**config.mk**
```make
export PLATFORM = sky130hd
export DESIGN_NAME = conv_window_gen
export DESIGN_NICKNAME = d
export VERILOG_FILES = /design/src/rtl/conv_window_gen.sv
export SDC_FILE = /design/constraint.sdc
export NUM_CORES = 1
export LEC_CHECK = 0
export BUFFER_PORTS_ARGS = -buffer_cell sky130_fd_sc_hd__buf_2
export CAP_MARGIN = 40
export CORE_ASPECT_RATIO = 0.75
export CORE_MARGIN = 5
export CORE_UTILIZATION = 34
export CTS_BUF_LIST = sky130_fd_sc_hd__clkbuf_8
export DETAILED_ROUTE_END_ITERATION = 6
export PLACE_DENSITY = 0.56
export SYNTH_ARGS = -nofsm -noshare
export SYNTH_HDL_FRONTEND = slang
export SYNTH_SLANG_ARGS = --single-unit
```
**constraint.sdc**
```tcl
create_clock -name clk -period 11 [get_ports clk]
set_input_delay 2.2 -clock clk [delete_from_list [all_inputs] [get_ports clk]]
set_output_delay 2.2 -clock clk [all_outputs]
set_load 0.005 [all_outputs]
```
**src/rtl/conv_window_gen.sv**
```systemverilog
// Streaming 3x3 sliding-window generator: two line buffers plus a shifting
// 3x3 register window, one-deep registered output with valid/ready handoff.
module conv_window_gen #(
  parameter int IMG_W  = 16,
  parameter int IMG_H  = 16,
  parameter int DATA_W = 8
) (
  input  logic                clk,
  input  logic                rst_n,
  input  logic [DATA_W-1:0]   pix_in,
  input  logic                pix_valid,
  output logic                pix_ready,
  output logic [9*DATA_W-1:0] win_out,
  output logic                win_valid,
  input  logic                win_ready,
  output logic                frame_done
);

  localparam int CW = $clog2(IMG_W);
  localparam int RW = $clog2(IMG_H);
  localparam logic [CW-1:0] COL_LAST = CW'(IMG_W - 1);
  localparam logic [CW-1:0] COL_TWO  = CW'(2);
  localparam logic [RW-1:0] ROW_LAST = RW'(IMG_H - 1);
  localparam logic [RW-1:0] ROW_ONE  = RW'(1);

  typedef enum logic {FILL, STREAM} state_t;

  state_t                  state;
  logic [CW-1:0]           col_cnt;
  logic [RW-1:0]           row_cnt;
  logic [DATA_W-1:0]       lb0 [IMG_W];
  logic [DATA_W-1:0]       lb1 [IMG_W];
  logic [8:0][DATA_W-1:0]  win_sr;
  logic [8:0][DATA_W-1:0]  win_nxt;
  logic [8:0][DATA_W-1:0]  win_p1;
  logic                    vld_p1;
  logic                    last_p1;
  logic                    accept;
  logic                    handoff;
  logic                    col_end;
  logic                    row_end;
  logic                    win_done;

  // Element 3*r+c holds row r (0 = top), column c (0 = left).
  function automatic logic [8:0][DATA_W-1:0] shift_in(
    input logic [8:0][DATA_W-1:0] win,
    input logic [DATA_W-1:0]      top,
    input logic [DATA_W-1:0]      mid,
    input logic [DATA_W-1:0]      bot
  );
    logic [8:0][DATA_W-1:0] res;
    for (int r = 0; r < 3; r++) begin
      res[3*r]     = win[3*r + 1];
      res[3*r + 1] = win[3*r + 2];
    end
    res[2] = top;
    res[5] = mid;
    res[8] = bot;
    return res;
  endfunction

  assign pix_ready  = !vld_p1 || win_ready;
  assign accept     = pix_valid && pix_ready;
  assign handoff    = vld_p1 && win_ready;
  assign col_end    = (col_cnt == COL_LAST);
  assign row_end    = (row_cnt == ROW_LAST);
  assign win_done   = (state == STREAM) && (col_cnt >= COL_TWO);
  assign win_nxt    = shift_in(win_sr, lb1[col_cnt], lb0[col_cnt], pix_in);
  assign win_out    = win_p1;
  assign win_valid  = vld_p1;
  assign frame_done = handoff && last_p1;

  // Stage p0: line buffers and shifting window; stale contents are masked by row gating
  always_ff @(posedge clk) begin
    if (accept) begin
      win_sr       <= win_nxt;
      lb1[col_cnt] <= lb0[col_cnt];
      lb0[col_cnt] <= pix_in;
    end
  end

  // Stage p1: raster counters, fill/stream state and the output window register
  always_ff @(posedge clk or negedge rst_n) begin
    if (!rst_n) begin
      state   <= FILL;
      col_cnt <= '0;
      row_cnt <= '0;
      vld_p1  <= 1'b0;
      last_p1 <= 1'b0;
      win_p1  <= '0;
    end else begin
      if (accept) begin
        if (col_end) begin
          col_cnt <= '0;
          row_cnt <= row_end ? '0 : row_cnt + 1'b1;
        end else begin
          col_cnt <= col_cnt + 1'b1;
        end
        case (state)
          FILL:   if (col_end && row_cnt == ROW_ONE) state <= STREAM;
          STREAM: if (col_end && row_end) state <= FILL;
        endcase
      end
      if (accept && win_done) begin
        vld_p1  <= 1'b1;
        win_p1  <= win_nxt;
        last_p1 <= col_end && row_end;
      end else if (win_ready) begin
        vld_p1  <= 1'b0;
      end
    end
  end

endmodule

```
==> summary.md, run 1 <==
| Metric | Value |
|---|---|
| Cts bufs inserted | `55` |
| Status | `completed` |
| Sequential element share of the synthesized area | `0.753` |
| Via count | `7422` |
| Syn Nets | `between 700 and 800` |
| Max FO, Critical Path | `6` |
| FF-to-FF path depth | `7` |
| PostCTS Resize Cnt | `0` |
| Clock Latency Late Sink | `roughly 600 ps` |
| Commonest non-fill, non-tap cell in the layout | `edfxtp_1` |
| 1st-iter DRT viols | `627` |
| Multi-input gate area | `roughly 3500 um2` |
| GPL Wtd Cong | `approximately 0.75` |
| Post-DP HPWL | `between 15000 and 20000 um` |
| Hold_buf cts | `0` |
| Worst path arrival time | `3050 ps` |
| Leak pwr | `approximately 6.5 nW` |
| Hold endpoint | `win_nxt[54]$_DFFE_PP_` |
| Min Tclk post-route | `roughly 5200 ps` |
| Max Cap Violations | `0` |
| Via/cell ratio | `~4.9` |
| Clk slew on worst S/H paths | `approximately 60 ps` |
| Postcts setup bufs | `0` |
| Vias in the first global route | `7660` |
| Initial antenna violation count | `0` |
| Yosys reg bits | `approximately 390` |
| Initial Utilization | `0.344` |
| Final WL | `approximately 32000 um` |
| DR DRC count | `0` |
| Post-route clock period utilization | `0.477` |
| Worst EP required | `a little under 9000 ps` |
| Worst R2R Start | `col_cnt[0]$_DFFE_PN0P_` |
| CTS tree | `built` |
| Core ar. | `~43000 um2` |
| Antenna Nets Post-Route | `0` |
| Non-filler cells, final | `1522` |
| Row count | `66` |
| Die height | `191 um` |
| Worst clock skew | `about 23 ps` |
| Commonest cells after routing, fill and taps aside | `edfxtp_1, buf_2, dfrtp_1` |
| Unrepaired setup endpoints after global routing | `no` |
| Die Span X | `252 um` |
| First-pass GRT wire length | `49100 um` |
| Hold Fails Final Rpt | `0` |
| HP Class | `register to register` |
| Clock sink count | `387` |
| N_diodes | `0` |
| Routed wire per std cell | `20.9 um` |
| Ports | `between 80 and 90` |
| Startpoint types | `input port` |
| Largest net degree at the start of global routing | `slightly above 60` |
| Placed cell count | `1421` |
| Die area | `48100 um2` |
| Hold Path Depth | `0` |
| Fillers | `~4000` |
| Library cells used by synthesis | `39` |
| RR Endpoint | `lb1[3][2]$_DFFE_PP_` |
| Share of post-route cells with drive strength above 1 | `0.351` |
| PortBufs | `86` |
| Fmax achieved | `191 MHz` |
| Drt first pass iters | `4` |
| Root Driver | `clkbuf_8` |
| Hold_sp | `win_nxt[62]$_DFFE_PP_` |
| Post-synth EDFFs | `304` |
| Setup TNS | `0 ps` |
| Final Setup Violations | `0` |
| Nets | `between 900 and 1000` |
| Reg area | `11200 um2` |
| GRT Residual Overflow | `0` |
| Slew margin rel. | `0.502` |
| # H-tree levels | `2` |
| Ys async rst share | `0.214` |
| VDD IR-drop max | `approximately 0.10 mV` |
| GRT Util Overall | `0.133` |
| Average size of a mapped cell | `between 15 and 20 um2` |
| Mapped Area | `between 10000 and 15000 um2` |
| Predominant post-synthesis flop cell | `edfxtp_1` |
| Synth Warn # | `0` |
| P per Cell Area | `between 200 and 300 nW/um2` |
| R2R setup slack | `between 7000 and 8000 ps` |
| Max-slew violations | `0` |
| CP endpoint kind | `output pin` |
| Max Root-Sink Buffers | `3` |
| Kind of critical path | `input port to output pin` |
| Worst-margin pin slew | `747 ps` |
| Post-Synthesis Cells | `760` |
| Area Growth Syn to Fin | `16.2%` |
-- where the power goes --
group	switching (mW)	internal (mW)	leakage [nW]
Combinational	0.778	0.601	1.98
Sequential	0.131	2.03	3.87
Clock	0.531	0.567	0.649
Total	1.44	3.20	6.49
-- flip-flops by register name, indices dropped and copies added (netlist names) --
| name | count |
|---|---|
| win_valid | 1 |
| last_p1 | 1 |
| win_nxt | 48 |
| state | 1 |
| lb0 | 128 |
| col_cnt | 4 |
| lb1 | 128 |
| row_cnt | 4 |
| win_out | 72 |
-- kinds of logic after synthesis --
kind of cell               after synthesis  synth area share
DFF                                    387             0.753
muxes                                  136             0.150
buffers and inverters                   47            0.0196
AOI/OAI and AO/OA                       60            0.0295
xor gates and xnor gates                 3           0.00177
and+or+nand+nor                        121            0.0405
adders and majority gates                6           0.00505
-- cell type report --
| class | instances | share of cell area |
|---|---|---|
| Sequential cell | 387 | 0.649 |
| Multi-Input combinational cell | 326 | 0.200 |
| Clock inverter | 38 | 0.0116 |
| Timing Repair Buffer | 122 | 0.0456 |
| Clock buffer | 63 | 0.0502 |
| Inverter | 8 | 0.00174 |
| Tap cell | 578 | 0.0419 |
-- how the worst max path moves through the flow --
stage | depth (start not counted) | from | to
finish | 4 | win_ready | pix_ready
global route | 4 | win_ready | pix_ready
CTS | 4 | win_ready | pix_ready
detailed placement | 4 | win_ready | pix_ready
global placement | 4 | win_ready | pix_ready
floorplan | 4 | win_ready | lb0[3][0]$_DFFE_PP_
-- stage by stage --
stage	area [um2]	hold slack, ps	setup WS, ps	utilization	total power, mW
finish	17300	442	5750	0.399	4.64
global route	17300	445	5720	0.399	4.91
CTS	17300	439	5750	0.399	4.71
detailed placement	16200	430	5750	0.375	3.60
global placement	16000	431	5770	0.370	3.50
floorplan	14900	422	4220	-	3.01
-- critical path, cell delays in order --
cell and delay (ps):
buf_2 100, and2b_1 270, clkinv_1 260, buf_2 210
-- cell usage after synthesis (3+ instances only) --
cell type  count  area share
edfxtp_1     304        0.61
dfrtp_1       83        0.14
mux4_2        64       0.097
mux2_2        56       0.042
nand2_1       41       0.010
nor2_1        29      0.0073
nand2b_1      18      0.0076
nor2b_1       18      0.0076
a31oi_1       17      0.0072
a211o_1       16      0.0094
mux2i_1       16       0.011
o22ai_1       16      0.0067
buf_2         11      0.0037
buf_6         10      0.0076
clkbuf_1       9      0.0023
buf_4          7      0.0035
ha_1           6      0.0050
inv_1          6      0.0015
nor3_1         6      0.0020
o21ai_0        3      0.0010
xnor2_1        3      0.0018
-- metal layers --
layer | GRT usage | wire length (um) | part of all wire | vias up
met5 | 0 | 0 | 0 | -
met3 | 0.0288 | 1800 | 0.056 | 54
met2 | 0.195 | 14000 | 0.44 | 201
li1 | - | - | - | 3290
met1 | 0.204 | 15600 | 0.49 | 3877
met4 | 0.0325 | 527 | 0.017 | 0
(Power assumes the default switching activity.)
==> run 2, diff against run 1 <==
==> constraint.sdc (replaced) <==
create_clock -name clk -period 4.9 [get_ports clk]
set_input_delay 0.98 -clock clk [delete_from_list [all_inputs] [get_ports clk]]
set_output_delay 0.98 -clock clk [all_outputs]
set_load 0.005 [all_outputs]
==> run 2 against run 1 <==
  * Register-to-register slack got worse by 5800 ps
  * Final cell count about the same
  * Core utilization decreased by 0.36 points
  * Critical path depth increased by 2
  * Via count increased by 0.57%
  * Clock skew increased by 0.98 ps
  * Sequential cell count unchanged
  * Die area unchanged
  * Critical path type is now register to register
  * Critical endpoint is now win_out[12]$_DFFE_PN0P_
  * Largest cell class unchanged
==> summary.md, run 2 (synthesis gave the netlist of run 1 again) <==
| Metric | Value |
|---|---|
| Initial antenna violation count | `0` |
| Reg area | `11200 um2` |
| Unrepaired setup endpoints after global routing | `no` |
| Fin Hold WS | `around 450 ps` |
| Post-route setup slack | `1830 ps` |
| Sw Pwr | `3.16 mW` |
| Area Growth Syn to Fin | `15.1%` |
| Max FO, Critical Path | `between 40 and 50` |
| GPL Wtd Cong | `between 0.7 and 0.8` |
| RR Endpoint | `win_out[12]$_DFFE_PN0P_` |
| Cts bufs inserted | `55` |
| Status | `completed` |
| Worst-margin pin slew | `~870 ps` |
| Nets | `between 900 and 1000` |
| Kind of critical path | `register to register` |
| Via count | `around 7500` |
| P per Cell Area | `~590 nW/um2` |
| Final Util | `0.396` |
| Worst R2R Start | `col_cnt[0]$_DFFE_PN0P_` |
| Die Span X | `between 200 and 300 um` |
| Die height | `191 um` |
| R2R setup slack | `1830 ps` |
| Die area | `~48000 um2` |
| Hold endpoint | `win_nxt[53]$_DFFE_PP_` |
| Final Setup Violations | `0` |
| Postcts setup bufs | `0` |
| CP endpoint kind | `register` |
| Worst clock skew | `24.0 ps` |
| Hold_buf cts | `0` |
| Pint | `approximately 6.9 mW` |
| Hold Path Depth | `0` |
| Multi-input gate area | `3410 um2` |
| Largest net degree at the start of global routing | `54` |
| First-pass GRT wire length | `approximately 49000 um` |
| Clk slew on worst S/H paths | `approximately 60 ps` |
| Leak pwr | `6.44 nW` |
| Final WL | `31700 um` |
| Clock power share | `0.226` |
| Root Driver | `clkbuf_8` |
| Min Tclk post-route | `between 3000 and 4000 ps` |
| PortBufs | `86` |
| Routed wire per std cell | `approximately 21 um` |
| Post-DP HPWL | `approximately 19000 um` |
| Via/cell ratio | `around 4.9` |
| FF-to-FF path depth | `6` |
| Post-route clock period utilization | `0.626` |
| Ports | `87` |
| Clock sink count | `387` |
| HP Class | `register to register` |
| GRT Util Overall | `0.132` |
| Share of post-route cells with drive strength above 1 | `0.342` |
| 1st-iter DRT viols | `between 600 and 700` |
| Core ar. | `43300 um2` |
| Slew margin rel. | `0.418` |
| PostCTS Resize Cnt | `0` |
| Max Cap Violations | `0` |
| Antenna Nets Post-Route | `0` |
| Drt first pass iters | `7` |
| Fmax achieved | `326 MHz` |
| Setup TNS | `0 ps` |
| Commonest cells after routing, fill and taps aside | `edfxtp_1, buf_2, dfrtp_1` |
| # H-tree levels | `2` |
| Max-slew violations | `0` |
| Vias in the first global route | `~7900` |
| GRT Residual Overflow | `0` |
| Sequential Power Share | `0.490` |
| Commonest non-fill, non-tap cell in the layout | `edfxtp_1` |
| Max Root-Sink Buffers | `3` |
| N_diodes | `0` |
| Combinational share of power | `0.283` |
| Initial Utilization | `0.344` |
| Row count | `66` |
| DR DRC count | `0` |
| Hold Fails Final Rpt | `0` |
| Startpoint types | `register` |
| Worst path arrival time | `roughly 3500 ps` |
| Switching share of power | `0.313` |
| Worst EP required | `approximately 5400 ps` |
| CTS tree | `built` |
| Clock Latency Late Sink | `600 ps` |
| VDD IR-drop max | `approximately 0.24 mV` |
| Hold_sp | `win_nxt[61]$_DFFE_PP_` |
| Post-Place Setup Slack | `1790 ps` |
| Fillers | `3961` |
==> run 2: cell count changes in the layout (fill, tap and decap cells not counted), moves of 2 or more <==
cell       change
buf_4         +11
a31oi_1        +7
a31oi_2        -7
buf_6          -7
clkbuf_8       -5
clkinv_1       +3
clkinv_2       +3
buf_8          -2
bufinv_16      -2
inv_1          -2
==> run 2: cell type report <==
type	count	share of cell area
clock buffer	58	0.0466
clock inverter	41	0.00972
multi-input combinational	326	0.199
timing repair buffer	125	0.0457
inverter	8	0.00175
tap	578	0.0422
sequential	387	0.655
==> run 2: power by group through the flow <==
| stage | combinational (mW) | sequential (mW) | clock (mW) |
|---|---|---|---|
| final | 2.87 | 4.96 | 2.29 |
| after CTS | 2.91 | 4.97 | 2.36 |
| after global placement | 2.80 | 5.05 | 0 |
| after detailed placement | 2.91 | 5.03 | 0 |
| after global routing | 3.12 | 5.04 | 2.53 |
| after floorplan | 1.92 | 4.84 | 0 |
==> run 2: layer usage <==
| metal | part of all wire | global-route usage | vias up |
|---|---|---|---|
| met1 | 0.48 | 0.194 | 3924 |
| met4 | 0.023 | 0.0388 | 0 |
| li1 | - | - | 3283 |
| met5 | 0 | 0 | - |
| met3 | 0.052 | 0.0286 | 60 |
| met2 | 0.45 | 0.200 | 197 |
==> run 2: critical path, stage by stage (launching register included) <==
cell     delay, ps
dfrtp_4        830
inv_1          160
ha_1           270
o41a_4         400
nand3_4        520
buf_12         300
mux2_2         380
==> run 2: worst max-delay path by stage <==
| stage | start | to | slack [ps] |
|---|---|---|---|
| after floorplan | win_ready | lb0[3][0]$_DFFE_PP_ | 350 |
| after CTS | col_cnt[0]$_DFFE_PN0P_ | win_out[12]$_DFFE_PN0P_ | 1790 |
| after global placement | col_cnt[0]$_DFFE_PN0P_ | win_out[6]$_DFFE_PN0P_ | 1810 |
| final | col_cnt[0]$_DFFE_PN0P_ | win_out[12]$_DFFE_PN0P_ | 1830 |
| after detailed placement | col_cnt[0]$_DFFE_PN0P_ | win_out[14]$_DFFE_PN0P_ | 1790 |
| after global routing | col_cnt[0]$_DFFE_PN0P_ | win_out[12]$_DFFE_PN0P_ | 1640 |
==> run 2: through the flow <==
step                cell area [um2]  cells  total power, mW
CTS                           17100   1522             10.2
global placement              16100   1419             7.85
finish                        17100   1523             10.1
detailed placement            16100   1423             7.94
floorplan                     14900    760             6.76
global route                  17100   1523             10.7
